### src/rtl/mem_stage_unit.sv
// rtl/mem_stage_unit.sv - MEM pipeline stage: dmem req/ack access, load align/extend, MEM/WB registers
// Optional feature macro: MEM_STAGE_MISALIGN_TRAP_EN (trap misaligned halfword/word accesses)
module mem_stage_unit #(
    parameter int TIMEOUT_CYCLES = 255,
    parameter int CNT_W          = 8
) (
    input  logic        clk,
    input  logic        rst_n,
    input  logic        in_valid,
    input  logic        mem_rd,
    input  logic        mem_wr,
    input  logic [2:0]  funct3,
    input  logic [31:0] addr,
    input  logic [31:0] store_data,
    input  logic [2:0]  wb_src_in,
    input  logic [4:0]  rd_in,
    input  logic [31:0] result_in,
    input  logic [31:0] csr_in,
    output logic        stall,
    output logic [2:0]  wb_src,
    output logic [4:0]  rd,
    output logic [31:0] dmem_dataout,
    output logic [31:0] result,
    output logic [31:0] csr_dataout,
    output logic        dmem_req,
    output logic        dmem_we,
    output logic [31:0] dmem_addr,
    output logic [3:0]  dmem_wstrb,
    output logic [31:0] dmem_wdata,
    input  logic [31:0] dmem_rdata,
    input  logic        dmem_ack,
    output logic        bus_err,
    output logic        misalign,
    output logic [31:0] misalign_addr
);
    typedef enum logic {IDLE = 1'b0, ACCESS = 1'b1} state_t;

    localparam logic [CNT_W-1:0] TMO_LAST = CNT_W'((TIMEOUT_CYCLES > 0) ? TIMEOUT_CYCLES - 1 : 0);

    state_t           state;
    logic [CNT_W-1:0] cnt;
    logic             cap_wr;
    logic [2:0]       cap_f3;
    logic [31:0]      cap_addr;
    logic [31:0]      cap_sdata;
    logic [2:0]       cap_wb;
    logic [4:0]       cap_rd;
    logic [31:0]      cap_result;
    logic [31:0]      cap_csr;
    logic             mem_op;
    logic             mis_det;
    logic             tmo_hit;
    logic [7:0]       ld_byte;
    logic [15:0]      ld_half;
    logic [31:0]      ld_val;

    assign mem_op = in_valid & (mem_rd | mem_wr);

`ifdef MEM_STAGE_MISALIGN_TRAP_EN
    // funct3[1:0]: 00 byte, 01 half, 1x word (reserved encodings fall into word)
    assign mis_det = mem_op & (((funct3[1:0] == 2'b01) & addr[0]) |
                               (funct3[1] & (addr[1:0] != 2'b00)));
`else
    assign mis_det = 1'b0;
`endif

    assign tmo_hit   = (TIMEOUT_CYCLES != 0) && (cnt == TMO_LAST);
    assign stall     = (state == ACCESS);
    assign dmem_req  = (state == ACCESS);
    assign dmem_we   = cap_wr;
    assign dmem_addr = {cap_addr[31:2], 2'b00};

    always_comb begin
        dmem_wstrb = 4'b0000;
        dmem_wdata = cap_sdata;
        case (cap_f3[1:0])
            2'b00: begin
                dmem_wdata = {4{cap_sdata[7:0]}};
                if (cap_wr) dmem_wstrb = 4'b0001 << cap_addr[1:0];
            end
            2'b01: begin
                dmem_wdata = {2{cap_sdata[15:0]}};
                if (cap_wr) dmem_wstrb = 4'b0011 << {cap_addr[1], 1'b0};
            end
            default: begin
                if (cap_wr) dmem_wstrb = 4'b1111;
            end
        endcase
    end

    always_comb begin
        ld_byte = dmem_rdata[{cap_addr[1:0], 3'b000} +: 8];
        ld_half = dmem_rdata[{cap_addr[1], 4'b0000} +: 16];
        case (cap_f3[1:0])
            2'b00:   ld_val = cap_f3[2] ? {24'h0, ld_byte} : {{24{ld_byte[7]}}, ld_byte};
            2'b01:   ld_val = cap_f3[2] ? {16'h0, ld_half} : {{16{ld_half[15]}}, ld_half};
            default: ld_val = dmem_rdata;
        endcase
    end

    always_ff @(posedge clk or negedge rst_n) begin
        if (!rst_n) begin
            state         <= IDLE;
            cnt           <= '0;
            cap_wr        <= 1'b0;
            cap_f3        <= 3'b000;
            cap_addr      <= 32'h0;
            cap_sdata     <= 32'h0;
            cap_wb        <= 3'b000;
            cap_rd        <= 5'd0;
            cap_result    <= 32'h0;
            cap_csr       <= 32'h0;
            wb_src        <= 3'b000;
            rd            <= 5'd0;
            dmem_dataout  <= 32'h0;
            result        <= 32'h0;
            csr_dataout   <= 32'h0;
            bus_err       <= 1'b0;
            misalign      <= 1'b0;
            misalign_addr <= 32'h0;
        end else begin
            bus_err  <= 1'b0;
            misalign <= 1'b0;
            case (state)
                IDLE: begin
                    cnt <= '0;
                    if (mis_det) begin
                        misalign      <= 1'b1;
                        misalign_addr <= addr;
                        wb_src        <= 3'b000;
                    end else if (mem_op) begin
                        // store wins when both mem_rd and mem_wr are set
                        cap_wr     <= mem_wr;
                        cap_f3     <= funct3;
                        cap_addr   <= addr;
                        cap_sdata  <= store_data;
                        cap_wb     <= wb_src_in;
                        cap_rd     <= rd_in;
                        cap_result <= result_in;
                        cap_csr    <= csr_in;
                        wb_src     <= 3'b000;
                        state      <= ACCESS;
                    end else if (in_valid) begin
                        wb_src      <= wb_src_in;
                        rd          <= rd_in;
                        result      <= result_in;
                        csr_dataout <= csr_in;
                    end else begin
                        wb_src <= 3'b000;
                    end
                end
                ACCESS: begin
                    // ack is checked first so it wins over a coincident timeout
                    if (dmem_ack) begin
                        if (!cap_wr) dmem_dataout <= ld_val;
                        wb_src      <= cap_wb;
                        rd          <= cap_rd;
                        result      <= cap_result;
                        csr_dataout <= cap_csr;
                        cnt         <= '0;
                        state       <= IDLE;
                    end else if (tmo_hit) begin
                        bus_err <= 1'b1;
                        wb_src  <= 3'b000;
                        cnt     <= '0;
                        state   <= IDLE;
                    end else begin
                        cnt <= cnt + 1'b1;
                    end
                end
                default: state <= IDLE;
            endcase
        end
    end
endmodule

### config.mk
export PLATFORM = sky130hd
export DESIGN_NAME = mem_stage_unit
export DESIGN_NICKNAME = d
export VERILOG_FILES = /design/src/rtl/mem_stage_unit.sv
export SDC_FILE = /design/constraint.sdc
export NUM_CORES = 1
export LEC_CHECK = 0
export CORE_AREA = 2 2 150 152
export CTS_BUF_LIST = sky130_fd_sc_hd__clkbuf_4 sky130_fd_sc_hd__clkbuf_8
export DETAILED_ROUTE_END_ITERATION = 8
export DIE_AREA = 0 0 152 154
export DONT_BUFFER_PORTS = 1
export GPL_ROUTABILITY_DRIVEN = 0
export PLACE_DENSITY = 0.7
export SETUP_SLACK_MARGIN = 0.05
export SYNTH_ARGS = -nofsm -noshare
export SYNTH_HDL_FRONTEND = slang
export SYNTH_SLANG_ARGS = --single-unit
### constraint.sdc
create_clock -name clk -period 1.9 [get_ports clk]
set_input_delay 0.19 -clock clk [delete_from_list [all_inputs] [get_ports clk]]
set_output_delay 0.19 -clock clk [all_outputs]
set_load 0.05 [all_outputs]
==> flow_summary.yaml, run 1 <==
outcome:
  status: "finished, violations left"
  failed_checks: "negative hold slack, negative setup slack"
critical_path:
  reg2reg_depth: 5
  cp_data_required_time_ns: 1.71
  reg2reg_from: "cap_f3[0]"
  end_kind: "output port"
  critPathArrivalTime_ns: 1.71
  reg2reg_to: "dmem_dataout[4]"
  crit_fanout: 8
  rrSetupSlack_ns: 0.12
  criticalPathCategory: "reg2out"
  start_kind: "register"
route:
  wl_met1_mm: 12.4
  drcViolationCount: 0
  first_pass_iters: 7
  vias: 9447
  dr.max_layer_used: "met4"
  wl_per_cell_um: 18.3
  met2WireLength_mm: 16.0
  ant_nets: 0
  route.detailed.vias_per_inst: 5.38
  drtIter0Drc: 533
  drt-total-wl_mm: 32.1
  route.met3.wl_mm: 2.59
sta:
  fmax_mhz: 526
  hold_slack_ns: -0.654
  layout_setup_ws_ns: -0.000831
  period_share: 1.00
  tns_ns: -0.000831
  finalSetupViolations: 1
  rsz0062_at_grt: "true"
  hold_viol: 254
  slew_headroom: 0.606
  worstMarginPinSlew_ns: 0.591
  final.min_clock_period_ns: 1.90
  fin_worst_skew_ns: 0.0170
  slew_violations: 0
clock_tree:
  root_buffer: "clkbuf_8"
  cts_buffer_depth: 3
  clock_sinks: 254
  cts_inserted_buffers: 43
  htree_levels: 2
  cts_hold_buf: 174
  clk_latency_ns: 0.53
  cts_tree: "done"
  path_clk_slew_ns: 0.06
logic_synthesis:
  synth_seq_cells: 254
  yosysUniqueCellTypes: 45
  synthCells: 1287
  ys_seq_area_frac: 0.537
  netlist_area_sq_um: 11800
  yosys_warnings: 0
  syn_avg_cell_area_sq_um: 9.20
power_and_ir_drop:
  powerDensity_nw_per_um2: 1460
  power_leakage_nw: 7.24
  vdd_drop_max_uv: 915
run:
  max_cap_violations: 0
die:
  top_level_ports: 386
  fp-row-count: 54
  core-area_sq_um: 21700
  start_util: 0.546
  die_x_um: 152
  chipHeight_um: 154
  die_area_sq_um: 23400
placement:
  post-dp-hpwl_mm: 19.1
  dp_slack_ns: 0.231
  io_buffer_count: 0
  place_area_sq_um: 11900
finish:
  drive_above_1_share: 0.117
  syn2layout_area_growth_pct: 25.2
  final_cell_mix: "nand2_1, dfrtp_1, dlygate4sd3_1"
  layout.cells.most_common: "nand2_1"
  final_area_sq_um: 14800
  final_nets: 1621
grt:
  grt-ovfl-total: 0
  antenna_found_initial: 2
  first_global_vias: 9825
  grt_pass1_wl_mm: 51.3
  grt_max_degree: 255
  grt.total_usage: 0.268
hold_path:
  hold_class: "in2async"
worst max-delay path, cell delays in order (launching register included):
cell	delay [ns]
dfrtp_2	0.48
nor2_4	0.13
buf_12	0.15
mux2_4	0.40
metal layers:
metal / track usage / vias to the layer above
met5: 0 / -
met4: 0.109 / 0
met3: 0.0831 / 90
met2: 0.448 / 420
met1: 0.324 / 4549
li1: - / 4388
power breakdown:
group	internal (mW)	total, mW	switching, mW
sequential	6.80	11.0	4.20
combinational	2.07	5.40	3.34
clock	2.97	5.20	2.23
total	11.8	21.6	9.76
per-stage QoR:
| step | hold WS, ns | std cells | util | power, mW |
|---|---|---|---|---|
| after floorplan | -0.106 | 1321 | - | 14.7 |
| after global placement | -0.0971 | 1494 | 0.550 | 15.6 |
| after detailed placement | -0.0978 | 1494 | 0.550 | 15.8 |
| after CTS | -0.688 | 1751 | 0.680 | 21.5 |
| after global routing | -0.707 | 1755 | 0.684 | 22.6 |
| final | -0.654 | 1756 | 0.684 | 21.6 |
kinds of logic after synthesis:
group | after synthesis | synth area share
and+or+nand+nor | 612 | 0.216
DFF | 254 | 0.537
AOI/OAI and AO/OA | 162 | 0.0778
buffers and inverters | 160 | 0.0843
muxes | 93 | 0.0803
xor gates and xnor gates | 3 | 0.00222
adders and majority gates | 2 | 0.00211
other | 1 | 0.000317
cell usage after synthesis (all sizes together):
| cell type | count | area (sq um) |
|---|---|---|
| or3 | 2 | 12.5 |
| o21a | 4 | 30.0 |
| conb | 1 | 3.75 |
| dfrtp | 254 | 6360 |
| nand4 | 1 | 6.26 |
| a21boi | 11 | 82.6 |
| nor3b | 1 | 7.51 |
| nand3 | 36 | 180 |
| o21bai | 1 | 7.51 |
| ha | 2 | 25.0 |
| o21ai | 112 | 561 |
| a32oi | 3 | 26.3 |
| nor2 | 18 | 70.1 |
| a22o | 1 | 8.76 |
| a211oi | 7 | 52.6 |
| nor4b | 2 | 47.6 |
| and3b | 1 | 8.76 |
| nand3b | 15 | 113 |
| inv | 4 | 15.0 |
| clkbuf | 16 | 62.6 |
| a21oi | 13 | 68.8 |
| a311oi | 8 | 70.1 |
| or2 | 2 | 12.5 |
| and3 | 2 | 12.5 |
| nor3 | 3 | 26.3 |
| nand2b | 20 | 125 |
| nand4b | 1 | 15.0 |
| a31oi | 1 | 6.26 |
| mux2i | 77 | 771 |
| mux2 | 16 | 180 |
| buf | 140 | 921 |
| xnor2 | 2 | 17.5 |
| nor2b | 5 | 31.3 |
| xor2 | 1 | 8.76 |
| a221oi | 1 | 8.76 |
| or3b | 1 | 8.76 |
| and2 | 1 | 6.26 |
| nand2 | 501 | 1880 |
registers in the layout, summed over array words and instances, names as in the netlist, 3 cells and up:
name / count
cap_rd: 5
rd: 5
cnt: 8
dmem_dataout: 32
cap_addr: 32
cap_csr: 32
cap_wb: 3
cap_sdata: 32
cap_f3: 3
csr_dataout: 32
cap_result: 32
result: 32
wb_src: 3
what timing repair did:
item                       in CTS  in global routing
gates resized for setup        28                 13
pin swaps                       2                  3
buffers inserted                6                  3
hold endpoints to repair      500                254
setup endpoints to repair      28                 28
worst max path at each step:
stage                    from        endpoint  slack (ns)  cells past startpoint
global route        cap_f3[0]   dmem_wstrb[2]       -0.08                      5
CTS                 cap_f3[0]   dmem_wstrb[0]       -0.03                      5
finish              cap_f3[0]  dmem_wdata[12]     -0.0008                      3
floorplan           cap_f3[1]  dmem_wdata[24]       -0.33                      4
global placement    cap_f3[0]  dmem_wdata[15]        0.27                      2
detailed placement   dmem_req     cap_csr[31]        0.23                      5
final cells by class:
cell class	instances	area, sq um
Antenna cell	2	5.00
Clock buffer	72	897
Clock inverter	5	31.3
Fill cell	1577	6860
Inverter	4	15.0
Multi-Input combinational cell	907	4730
Sequential cell	254	6370
Tap cell	280	350
Timing Repair Buffer	232	2430
Note: power is estimated with default switching activity, not from simulation.
==> inputs of run 2 (changes only) <==
--- a/config.mk
+++ b/config.mk
@@ -10,7 +10,6 @@
 export DETAILED_ROUTE_END_ITERATION = 8
 export DIE_AREA = 0 0 152 154
 export DONT_BUFFER_PORTS = 1
-export GPL_ROUTABILITY_DRIVEN = 0
 export PLACE_DENSITY = 0.7
 export SETUP_SLACK_MARGIN = 0.05
 export SYNTH_ARGS = -nofsm -noshare
==> results of run 2 <==
Final layout, timing and power as in run 1 (identical DEF).
